**config.mk**
```make
export PLATFORM = sky130hd
export DESIGN_NAME = adc_capture_sequencer
export DESIGN_NICKNAME = d
export VERILOG_FILES = /design/src/rtl/adc_capture_sequencer.sv
export SDC_FILE = /design/constraint.sdc
export NUM_CORES = 1
export LEC_CHECK = 0
export CAP_MARGIN = 20
export CORE_ASPECT_RATIO = 1.25
export CORE_MARGIN = 2
export CORE_UTILIZATION = 60
export DETAILED_ROUTE_END_ITERATION = 10
export GPL_ROUTABILITY_DRIVEN = 0
export PLACE_DENSITY = 0.81
export SYNTH_ARGS = -nofsm -noshare
export SYNTH_HDL_FRONTEND = slang
export SYNTH_SLANG_ARGS = --single-unit
```
**constraint.sdc**
```tcl
create_clock -name clk -period 8.9 [get_ports clk]
set_clock_uncertainty 0.05 [all_clocks]
set_input_delay 0.89 -clock clk [delete_from_list [all_inputs] [get_ports clk]]
set_output_delay 0.89 -clock clk [all_outputs]
set_load 0.02 [all_outputs]
```
**src/rtl/adc_capture_sequencer.sv**
```systemverilog
// Run controller between the UART link and the sub-ADC. A run goes through reset pulse,
// capture into a small FIFO, then streams the codes out over UART and ends with a status trailer.
module adc_capture_sequencer #(
  parameter int          NUM_bit     = 6,
  parameter int          NUM_Sampled = 1024,
  parameter int          FIFO_DEPTH  = 16,
  parameter int          RST_CYCLES  = 8,
  parameter logic [7:0]  CMD_START   = 8'h55,
  parameter logic [7:0]  CMD_ABORT   = 8'hA5,
  parameter logic [7:0]  TRAILER_OK  = 8'hAA,
  parameter logic [7:0]  TRAILER_OVF = 8'hEE,
  localparam int         CW          = $clog2(NUM_Sampled + 1)
) (
  input  logic               clk,
  input  logic               nrst,
  input  logic [7:0]         uart_rdata,
  input  logic               uart_vld,
  output logic [7:0]         uart_wdata,
  output logic               uart_wreq,
  input  logic               uart_rdy,
  output logic               adc_rstn,
  output logic               adc_ena,
  input  logic               adc_ack,
  input  logic [NUM_bit-1:0] adc_dout,
  output logic               busy,
  output logic               overflow,
  output logic [CW-1:0]      cnt_captured,
  output logic [2:0]         state_o
);

  localparam int AW = (FIFO_DEPTH > 1) ? $clog2(FIFO_DEPTH) : 1;
  localparam int DW = $clog2(FIFO_DEPTH + 1);
  localparam int RW = (RST_CYCLES > 1) ? $clog2(RST_CYCLES) : 1;

  typedef enum logic [2:0] {
    S_IDLE = 3'd0, S_ARM = 3'd1, S_CAPTURE = 3'd2,
    S_DRAIN = 3'd3, S_TRAILER = 3'd4, S_DONE = 3'd5
  } state_t;

  state_t             state_q, state_d;
  logic [RW-1:0]      rst_cnt_q, rst_cnt_d;
  logic [CW-1:0]      cnt_q, cnt_d;
  logic               ovf_q, ovf_d;
  logic               wreq_q, wreq_d;
  logic [7:0]         wdata_q, wdata_d;
  // ack_q: [0] metastable stage, [1] synchronized, [2] previous synchronized
  logic [2:0]         ack_q, ack_d;
  logic [NUM_bit-1:0] dout_m_q, dout_m_d, dout_s_q, dout_s_d;
  logic [AW-1:0]      wr_ptr_q, wr_ptr_d, rd_ptr_q, rd_ptr_d;
  logic [DW-1:0]      fill_q, fill_d;
  logic [NUM_bit-1:0] mem_q [FIFO_DEPTH];

  logic sample_ev, start_cmd, abort_cmd, fifo_empty, fifo_full, pop, take, push;

  always_comb begin
    sample_ev  = ack_q[1] & ~ack_q[2];
    start_cmd  = uart_vld && (uart_rdata == CMD_START) && (state_q == S_IDLE);
    abort_cmd  = uart_vld && (uart_rdata == CMD_ABORT) && (state_q != S_IDLE);
    fifo_empty = (fill_q == '0);
    fifo_full  = (fill_q == DW'(FIFO_DEPTH));
    // Pop only from what was stored before this cycle; a fresh push never bypasses.
    pop  = !fifo_empty && uart_rdy && !wreq_q && !abort_cmd &&
           ((state_q == S_CAPTURE) || (state_q == S_DRAIN));
    take = (state_q == S_CAPTURE) && sample_ev && (cnt_q < CW'(NUM_Sampled)) && !abort_cmd;
    push = take && (!fifo_full || pop);

    state_d   = state_q;
    rst_cnt_d = rst_cnt_q;
    cnt_d     = cnt_q;
    ovf_d     = ovf_q;
    wreq_d    = 1'b0;
    wdata_d   = wdata_q;
    ack_d     = {ack_q[1:0], adc_ack};
    dout_m_d  = adc_dout;
    dout_s_d  = dout_m_q;
    wr_ptr_d  = wr_ptr_q + AW'(push);
    rd_ptr_d  = rd_ptr_q + AW'(pop);
    fill_d    = fill_q + DW'(push) - DW'(pop);

    if (pop) begin
      wreq_d  = 1'b1;
      wdata_d = 8'(mem_q[rd_ptr_q]);
    end

    case (state_q)
      S_IDLE: if (start_cmd) begin
        state_d   = S_ARM;
        rst_cnt_d = '0;
        cnt_d     = '0;
        ovf_d     = 1'b0;
        wr_ptr_d  = '0;
        rd_ptr_d  = '0;
        fill_d    = '0;
      end
      S_ARM: begin
        if (rst_cnt_q == RW'(RST_CYCLES - 1)) state_d = S_CAPTURE;
        else rst_cnt_d = rst_cnt_q + 1'b1;
      end
      S_CAPTURE: if (take) begin
        cnt_d = cnt_q + 1'b1;
        if (!push) ovf_d = 1'b1;
        if (cnt_q == CW'(NUM_Sampled - 1)) state_d = S_DRAIN;
      end
      S_DRAIN: if (fifo_empty && !wreq_q) state_d = S_TRAILER;
      S_TRAILER: if (uart_rdy && !wreq_q) begin
        wreq_d  = 1'b1;
        wdata_d = ovf_q ? TRAILER_OVF : TRAILER_OK;
        state_d = S_DONE;
      end
      S_DONE:  state_d = S_IDLE;
      default: state_d = S_IDLE;
    endcase

    if (abort_cmd) begin
      state_d  = S_IDLE;
      wreq_d   = 1'b0;
      wdata_d  = wdata_q;
      wr_ptr_d = '0;
      rd_ptr_d = '0;
      fill_d   = '0;
    end
  end

  always_ff @(posedge clk or negedge nrst) begin
    if (!nrst) begin
      state_q   <= S_IDLE;
      rst_cnt_q <= '0;
      cnt_q     <= '0;
      ovf_q     <= 1'b0;
      wreq_q    <= 1'b0;
      wdata_q   <= '0;
      ack_q     <= '0;
      dout_m_q  <= '0;
      dout_s_q  <= '0;
      wr_ptr_q  <= '0;
      rd_ptr_q  <= '0;
      fill_q    <= '0;
    end else begin
      state_q   <= state_d;
      rst_cnt_q <= rst_cnt_d;
      cnt_q     <= cnt_d;
      ovf_q     <= ovf_d;
      wreq_q    <= wreq_d;
      wdata_q   <= wdata_d;
      ack_q     <= ack_d;
      dout_m_q  <= dout_m_d;
      dout_s_q  <= dout_s_d;
      wr_ptr_q  <= wr_ptr_d;
      rd_ptr_q  <= rd_ptr_d;
      fill_q    <= fill_d;
    end
  end

  always_ff @(posedge clk) begin
    if (push) mem_q[wr_ptr_q] <= dout_s_q;
  end

  assign adc_rstn     = (state_q != S_ARM);
  assign adc_ena      = (state_q == S_CAPTURE);
  assign busy         = (state_q != S_IDLE);
  assign overflow     = ovf_q;
  assign cnt_captured = cnt_q;
  assign state_o      = state_q;
  assign uart_wreq    = wreq_q;
  assign uart_wdata   = wdata_q;

endmodule

```
==> run_results.csv, run 1 <==
group,metric,value,unit
global_routing,overflow,0,
synth,synth-xor-area-share,0.00950,
clock_tree,cts.sinks,151,
synth,synth_top_family_by_area,"simple AND/OR/NAND/NOR gates",
finish,antenna_cells,0,
routing,remaining_drc_errors,0,
clock_tree,cts_buffer_depth,2,
die,die_height,120,um
power,vdd.ir_drop.worst,211,uV
synth,synth_fa_ha_area_frac,0.0283,
worst_setup_path,r2r_start,"fill_q[2]",
global_routing,met1_usage,0.266,
sta,fin_crit,4080,ps
flow_run,drv_cap,0,
synth,synth_ff_type,"edfxtp_1",
worst_setup_path,rrSetupSlack,5350,ps
sta,rsz0062_at_grt,"no",
global_routing,antenna_found_initial,0,
synth,ys_warn_count,0,
worst_setup_path,slowest_delay,590,ps
die,row_count,42,
clock_tree,numCtsBuffers,17,
hold_path,whs_path_depth,0,
finish,areaGrowthSynthToFinish,17.6,%
global_routing,grt_busiest_layer,"met2",
sta,slew_headroom,0.319,
routing,first_pass_iters,6,
worst_setup_path,critPathArrivalTime,4370,ps
sta,hold_violations,0,
worst_setup_path,path_cells,"clkdlybuf4s50_1 > nand4bb_1 > o31a_1 > o21ai_2 > ha_1 > inv_1 > ha_1 > fa_1 > a21oi_1 > nor2_1 > or3_1 > a21oi_1",
worst_setup_path,cp-end-kind,"register",
worst_setup_path,slowest_stage,"o21ai_2",
clock_tree,cts_tree,"built",
synth,ys_ff_latch,151,
worst_setup_path,required,9190,ps
global_routing,grtUsageTotal,0.232,
synth,async_flop_share,0.364,
placement,hpwlAfterDp,8700,um
sta,holdWs,299,ps
global_routing,use_met2,0.413,
clock_tree,cts_htree_levels,4,
worst_setup_path,start_kind,"input pin",
synth,avgSynthCellArea,15.3,sq um
die,io_pins,46,
hold_path,hold_class,"register to register",
routing,drtAntennaViolNets,0,
routing,first_iter_violations,282,
sta,setup_viol,0,
clock_tree,clkTransAtPathRegs,60,ps
synth,syn_inst,422,
synth,synth_compound_area_frac,0.0649,
power,power.density,308,mW/mm^2
routing,wire_per_inst,20.9,um
finish,final_cell_area,0.00759,sq mm
sta,finalSetupTns,0,ps
synth,synth_edf_count,96,
synth,seq_area_frac_synth,0.660,
clock_tree,ctsHoldBuffers,0,
worst_setup_path,path_buf_inv,2,
hold_path,min_to,"dout_s_q[5]",
die,die_area,0.0116,sq mm
global_routing,grt_pass1_vias,3968,
placement,dp_slack,4420,ps
die,core_area,0.0106,sq mm
finish,drive_gt1_frac,0.172,
clock_tree,ctsRootBufferMaster,"clkbuf_16",
routing,post_drt_via_cell_ratio,6.17,
routing,drt_wl_total,13000,um
finish,fin_util,0.719,
clock_tree,cts_resized,0,
synth,yosys.area_share.simple,0.123,
sta,finalCritPeriodShare,0.458,
worst_setup_path,reg2reg_depth,13,
sta,tightest_slew,1010,ps
synth,synthMuxAreaShare,0.0868,
synth,syn_nets,455,
placement,place_area,0.00700,sq mm
global_routing,grt_max_degree,56,
sta,layout_setup_ws,4820,ps
finish,multi_input_area,0.00201,sq mm
global_routing,use_met3,0.0565,
worst_setup_path,timing.rr.end,"fill_q[4]",
sta,maxSlewViolCount,0,
worst_setup_path,cp_max_fo,14,
worst_setup_path,path_class,"input pin to register",
finish,nNetsFinal,508,
status,status,"finished clean",
die,start_util,0.611,
clock_tree,post_cts.repair.setup_buffers,0,
synth,syn_area,0.00645,sq mm
die,die_w,96.8,um
worst_setup_path,crit_family,"compound AO/OA/AOI/OAI gates",
synth,synthDistinctLibCells,62,
power,cellLeakagePower,0.00275,uW
finish,n_fill_cell,668,
sta,fmax,245,MHz
global_routing,grt_pass1_wl,20200,um
clock_tree,worstSkewPairLatency,420,ps
placement,portBuffers,45,
hold_path,holdCritStartpoint,"dout_m_q[5]",
finish,register_area,0.00426,sq mm
routing,vias,3823,
[flip-flops by register name, indices dropped and copies added, names as in the netlist, 3 cells and up]
register      cells
cnt_captured     11
state_o           3
mem_q            96
uart_wdata        8
dout_s_q          6
wr_ptr_q          4
rd_ptr_q          4
fill_q            5
dout_m_q          6
ack_q             3
rst_cnt_q         3
[where the power goes]
group          internal [uW]  total [uW]  switching (uW)
Sequential               829         943             114
Clock                    394         669             275
Combinational            353         728             375
Total                   1580        2340             765
[cell type report]
cell class,instances,area share
clock inverter,13,0.0160
sequential,151,0.561
clock buffer,19,0.0583
multi-input combinational,235,0.265
tap,132,0.0218
inverter,17,0.00840
timing repair buffer,53,0.0692
[stage by stage]
stage	power (uW)	cells
after floorplan	1450	422
after global placement	1620	587
final	2340	620
after detailed placement	1660	587
after global routing	2460	620
after CTS	2340	619
[layout by cell type (no fill, tap or decap), drive strengths merged, types with 5 or more instances in the layout]
master and count:
nand2 21, a21oi 13, nor3 11, clkdlybuf4s50 44, nand2b 9, nand3 15, edfxtp 96, and3 5
dfrtp 55, clkbuf 19, nor2b 9, buf 9, mux4 24, nor2 16, clkinv 5, o22ai 8
nor4 14, ha 13, o21ai 10, inv 20, or3 7
[layer usage]
metal / share of wire / wire (um)
met2: 0.53 / 6880
met3: 0.049 / 629
met4: 0.030 / 387
met1: 0.39 / 5070
met5: 0 / 0
[how the worst max path moves through the flow]
stage	cells after the start	to	startpoint	slack, ps
CTS	12	fill_q[4]	uart_rdata[6]	4860
global route	12	fill_q[4]	uart_rdata[6]	4610
floorplan	14	fill_q[4]	uart_rdata[6]	5360
finish	12	fill_q[4]	uart_rdata[6]	4820
global placement	12	fill_q[4]	uart_rdata[6]	4640
detailed placement	12	fill_q[4]	uart_rdata[6]	4420
[kinds of logic (layout without fill, tap and decap cells)]
| group | Yosys count | in the layout |
|---|---|---|
| simple gates | 128 | 128 |
| xor+xnor | 7 | 7 |
| fa+ha+maj | 14 | 14 |
| compound gates | 60 | 60 |
| flops | 151 | 151 |
| mux | 26 | 26 |
| buf+inv | 36 | 102 |
[synthesized netlist by cell type (5+ instances only)]
library cell,count,area (sq um)
dfrtp_1,55,1380
mux4_2,24,541
edfxtp_1,96,2880
nor4_1,10,62.6
nor3_1,10,50.1
o22ai_1,8,50.1
ha_1,13,163
nand3_1,15,75.1
nand2b_1,9,56.3
buf_2,7,35.0
or3_1,7,43.8
clkbuf_1,5,18.8
o21ai_0,8,40.0
nor2_1,16,60.1
nor2b_1,9,56.3
and3_1,5,31.3
inv_1,16,60.1
nand2_1,21,78.8
a21oi_1,13,65.1
No activity file was read; power rests on OpenSTA's default activity.
==> run 2, diff against run 1 <==
--- a/config.mk
+++ b/config.mk
@@ -8,10 +8,10 @@
 export CAP_MARGIN = 20
 export CORE_ASPECT_RATIO = 1.25
 export CORE_MARGIN = 2
-export CORE_UTILIZATION = 60
+export CORE_UTILIZATION = 53
 export DETAILED_ROUTE_END_ITERATION = 10
 export GPL_ROUTABILITY_DRIVEN = 0
-export PLACE_DENSITY = 0.81
+export PLACE_DENSITY = 0.76
 export SYNTH_ARGS = -nofsm -noshare
 export SYNTH_HDL_FRONTEND = slang
 export SYNTH_SLANG_ARGS = --single-unit
==> constraint.sdc (replaced) <==
create_clock -name clk -period 3.48 [get_ports clk]
set_clock_uncertainty 0.05 [all_clocks]
set_input_delay 0.348 -clock clk [delete_from_list [all_inputs] [get_ports clk]]
set_output_delay 0.348 -clock clk [all_outputs]
set_load 0.02 [all_outputs]
==> run_results.csv, run 2 (synthesized netlist as in run 1, its figures left out) <==
group,metric,value,unit
status,status,"finished clean",
power,power.density,783,mW/mm^2
clock_tree,post_cts.repair.setup_buffers,0,
clock_tree,ctsHoldBuffers,0,
finish,mostFrequentLayoutCells,"edfxtp_1 (96), dfrtp_1 (55), clkdlybuf4s50_1 (44), mux4_2 (24), buf_4 (22)",
sta,finalCritPeriodShare,0.890,
clock_tree,numCtsBuffers,17,
finish,nNetsFinal,523,
routing,first_iter_violations,318,
sta,fmax,323,MHz
global_routing,antenna_found_initial,0,
sta,fin_crit,3100,ps
sta,tightest_slew,888,ps
clock_tree,worstSkewPairLatency,410,ps
routing,post_drt_via_cell_ratio,5.83,
worst_setup_path,slowest_stage,"fa_1",
routing,drt_wl_total,13300,um
routing,first_pass_iters,4,
finish,largest_reg_flops,96,
placement,portBuffers,45,
power,cellLeakagePower,0.00285,uW
worst_setup_path,path_class,"register to register",
worst_setup_path,critPathArrivalTime,3380,ps
worst_setup_path,cp_max_fo,7,
routing,vias,3889,
die,row_count,45,
clock_tree,cts_tree,"built",
worst_setup_path,slowest_delay,410,ps
worst_setup_path,path_cells,"inv_1 > ha_1 > nor4b_4 > nand2b_1 > inv_1 > ha_1 > inv_1 > ha_1 > fa_1 > a21oi_1 > nor2_1 > or3_1 > a21oi_1",
worst_setup_path,r2r_start,"fill_q[2]",
clock_tree,clkTransAtPathRegs,60,ps
finish,register_area,0.00426,sq mm
global_routing,overflow,0,
die,die_height,127,um
finish,n_fill_cell,856,
worst_setup_path,start_kind,"register",
finish,areaGrowthSynthToFinish,20.5,%
placement,hpwlAfterDp,9070,um
finish,final_common_cell,"edfxtp_1",
finish,multi_input_area,0.00202,sq mm
routing,drtAntennaViolNets,0,
global_routing,grt_pass1_wl,21100,um
finish,regMostFlops,"mem_q",
sta,hold_violations,0,
die,die_w,103,um
power,clockPowerShare,0.293,
power,vdd.ir_drop.worst,492,uV
sta,finalSetupTns,0,ps
sta,layout_setup_ws,381,ps
die,io_pins,46,
die,die_area,0.0131,sq mm
routing,wire_per_inst,19.9,um
die,start_util,0.538,
power,seqPwrFrac,0.397,
sta,setup_viol,0,
global_routing,grt_max_degree,41,
power,power_frac_comb,0.310,
finish,antenna_cells,0,
power,swShare,0.322,
clock_tree,cts_htree_levels,4,
routing,remaining_drc_errors,0,
worst_setup_path,required,3770,ps
die,core_area,0.0120,sq mm
sta,rsz0062_at_grt,"no",
worst_setup_path,reg2reg_depth,13,
flow_run,drv_cap,0,
placement,dp_slack,212,ps
sta,maxSlewViolCount,0,
clock_tree,cts_buffer_depth,2,
power,p_sw,1960,uW
clock_tree,cts.sinks,151,
finish,drive_gt1_frac,0.193,
global_routing,grt_pass1_vias,3961,
worst_setup_path,rrSetupSlack,380,ps
sta,slew_headroom,0.408,
clock_tree,ctsRootBufferMaster,"clkbuf_16",
hold_path,hold_class,"input pin to async pin",
worst_setup_path,timing.rr.end,"fill_q[4]",
global_routing,grtUsageTotal,0.220,
power,p_int,4130,uW
worst_setup_path,cp-end-kind,"register",
-- run 2: changes by cell type in the layout (fill, tap and decap cells not counted), sizes merged --
cell,change
buf,+15
clkbuf,+6
clkinvlp,-3
inv,-2
bufinv,-1
-- run 2: final cells by class --
type | count | area share
multi-input cells | 235 | 0.260
well taps | 164 | 0.0264
flip-flops and latches | 151 | 0.548
repair buffers | 68 | 0.0811
clock buffers | 25 | 0.0695
clock inverters | 7 | 0.00692
inverters | 17 | 0.00821
-- run 2: worst max-delay path by stage --
stage | from | endpoint | slack (ps) | cells past startpoint
6_report | fill_q[2] | fill_q[4] | 380 | 13
4_1_cts | fill_q[2] | fill_q[4] | 200 | 13
3_3_place_gp | uart_rdata[0] | fill_q[4] | 280 | 13
3_5_place_dp | uart_rdata[0] | fill_q[4] | 210 | 13
5_1_grt | fill_q[2] | fill_q[4] | 130 | 13
2_1_floorplan | state_o[0] | fill_q[4] | 260 | 13
-- run 2: power by group through the flow --
stage               registers, uW  clock network [uW]  logic [uW]
finish                       2420                1780        1890
global route                 2450                1890        2070
CTS                          2410                1810        1900
detailed placement           2440                   0        1870
global placement             2420                   0        1820
floorplan                    2370                   0        1340
-- run 2: routing by layer --
layer,share of wire,vias up,GRT usage
li1,-,1772,-
met5,0,-,0
met1,0.40,1971,0.280
met4,0.016,0,0.0831
met3,0.055,18,0.0585
met2,0.53,128,0.361
-- run 2: timing repair --
item / CTS / global route
setup endpoints to repair: 0 / 1
endpoints found under the hold margin: 0 / 0
gates resized for setup: 0 / 1
-- run 2: critical path, delay by kind of cell, from the launching register on --
family	cells	cell delay [ps]
AOI/OAI and AO/OA	2	330
buffers and inverters	3	210
DFF	1	400
and+or+nand+nor	4	970
adders and majority gates	4	1050
-- run 2: stage by stage --
step | total power [uW] | area (sq um) | hold WS [ps] | std cells | util
6_report | 6090 | 7780 | 2.03 | 667 | 0.648
5_1_grt | 6420 | 7780 | 62.0 | 667 | 0.648
4_1_cts | 6120 | 7770 | 31.6 | 667 | 0.648
3_5_place_dp | 4300 | 7170 | 285 | 635 | 0.598
3_3_place_gp | 4240 | 7170 | 283 | 635 | 0.598
2_1_floorplan | 3710 | 6450 | 2.41 | 422 | -
==> run 3, diff against run 2 <==
--- a/config.mk
+++ b/config.mk
@@ -5,7 +5,7 @@
 export SDC_FILE = /design/constraint.sdc
 export NUM_CORES = 1
 export LEC_CHECK = 0
-export CAP_MARGIN = 20
+export CAP_MARGIN = 40
 export CORE_ASPECT_RATIO = 1.25
 export CORE_MARGIN = 2
 export CORE_UTILIZATION = 53
==> run_results.csv, run 3 (synthesized netlist as in run 1, its figures left out) <==
group,metric,value,unit
status,status,"finished clean",
global_routing,grtUsageTotal,0.221,
routing,first_iter_violations,284,
sta,layout_setup_ws,385,ps
routing,drt_wl_total,13200,um
global_routing,grt_pass1_vias,3983,
clock_tree,post_cts.repair.setup_buffers,0,
worst_setup_path,slowest_delay,420,ps
clock_tree,numCtsBuffers,17,
worst_setup_path,crit_family,"adder cells",
sta,tightest_slew,810,ps
worst_setup_path,path_buf_inv,3,
worst_setup_path,start_kind,"register",
finish,drive_gt1_frac,0.194,
sta,fin_crit,3090,ps
hold_path,hold_class,"register to register",
power,report.power.total,6020,uW
sta,holdWs,298,ps
placement,portBuffers,45,
sta,finalSetupTns,0,ps
sta,finalCritPeriodShare,0.889,
clock_tree,cts.sinks,151,
clock_tree,cts_htree_levels,4,
finish,fin_util,0.649,
global_routing,grt_max_degree,27,
worst_setup_path,cp-end-kind,"register",
finish,regMostFlops,"mem_q",
worst_setup_path,path_cells,"inv_1 > ha_1 > nor4b_4 > nand2b_1 > inv_1 > ha_1 > inv_1 > ha_1 > fa_1 > a21oi_1 > nor2_1 > or3_1 > a21oi_1",
sta,slew_headroom,0.456,
worst_setup_path,slowest_stage,"fa_1",
die,start_util,0.538,
sta,maxSlewViolCount,0,
finish,final_common_cell,"edfxtp_1",
global_routing,overflow,0,
flow_run,drv_cap,0,
global_routing,grt_pass1_wl,21000,um
finish,nNetsFinal,525,
die,die_height,127,um
routing,wire_per_inst,19.7,um
clock_tree,cts_tree,"built",
worst_setup_path,cp_max_fo,7,
finish,multi_input_area,0.00202,sq mm
finish,areaGrowthSynthToFinish,20.6,%
clock_tree,worstSkewPairLatency,420,ps
power,cellLeakagePower,0.00285,uW
power,vdd.ir_drop.worst,385,uV
worst_setup_path,path_class,"register to register",
global_routing,antenna_found_initial,0,
clock_tree,clkTransAtPathRegs,60,ps
sta,hold_violations,0,
clock_tree,ctsRootBufferMaster,"clkbuf_16",
finish,largest_reg_flops,96,
power,power.density,774,mW/mm^2
finish,register_area,0.00426,sq mm
die,core_area,0.0120,sq mm
clock_tree,cts_buffer_depth,2,
routing,remaining_drc_errors,0,
worst_setup_path,critPathArrivalTime,3380,ps
routing,vias,3863,
sta,setup_viol,0,
placement,hpwlAfterDp,9130,um
finish,antenna_cells,0,
finish,n_fill_cell,860,
routing,post_drt_via_cell_ratio,5.77,
worst_setup_path,required,3770,ps
die,io_pins,46,
sta,rsz0062_at_grt,"no",
routing,drtAntennaViolNets,0,
routing,first_pass_iters,5,
die,die_area,0.0131,sq mm
finish,mostFrequentLayoutCells,"edfxtp_1 (96), dfrtp_1 (55), clkdlybuf4s50_1 (44), mux4_2 (24), buf_4 (22)",
placement,dp_slack,199,ps
die,row_count,45,
sta,fmax,323,MHz
die,die_w,103,um
==> run 3: changes by cell type in the layout (fill, tap and decap cells not counted) <==
cell	delta
clkbuf_16	-2
buf_16	+1
clkbuf_8	+1
clkinv_4	-1
dlygate4sd3_1	+1
inv_4	+1
inv_6	+1
==> run 3: cell type report <==
type                            count  share of cell area
Sequential cell                   151               0.547
Multi-Input combinational cell    235               0.260
Timing Repair Buffer               70              0.0858
Clock buffer                       24              0.0648
Tap cell                          164              0.0264
Inverter                           17             0.00820
Clock inverter                      8             0.00772
==> run 3: metal layers <==
metal	wire (um)	vias to the layer above	track usage
met1	5380	1940	0.278
met3	553	16	0.0520
li1	-	1784	-
met4	252	0	0.0784
met2	7020	123	0.373
met5	0	-	0
==> run 3: what timing repair did <==
action                                  4_1_cts  5_1_grt
hold buffers                                  1        0
endpoints found under the setup margin        0        1
endpoints found under the hold margin        19        0
resized for setup                             0        1
==> run 3: stage by stage <==
| step | cells | instance area, sq um |
|---|---|---|
| floorplan | 422 | 6450 |
| global placement | 635 | 7170 |
| detailed placement | 636 | 7200 |
| CTS | 669 | 7770 |
| global route | 669 | 7780 |
| finish | 669 | 7780 |
==> run 3: final timing paths <==
path	start	cells past startpoint	slack (ps)	to
min in group asynchronous	nrst	2	400	cnt_captured[8]
worst min register to register	dout_m_q[3]	0	300	dout_s_q[3]
worst max register to register	fill_q[2]	13	390	fill_q[4]
max in group asynchronous	nrst	3	2340	uart_wreq
worst max-delay path	fill_q[2]	13	390	fill_q[4]
worst min-delay path	dout_m_q[3]	0	300	dout_s_q[3]
==> run 3: report_power, final <==
| group | switching, uW | internal [uW] |
|---|---|---|
| Clock | 686 | 1020 |
| Combinational | 968 | 930 |
| Sequential | 297 | 2120 |
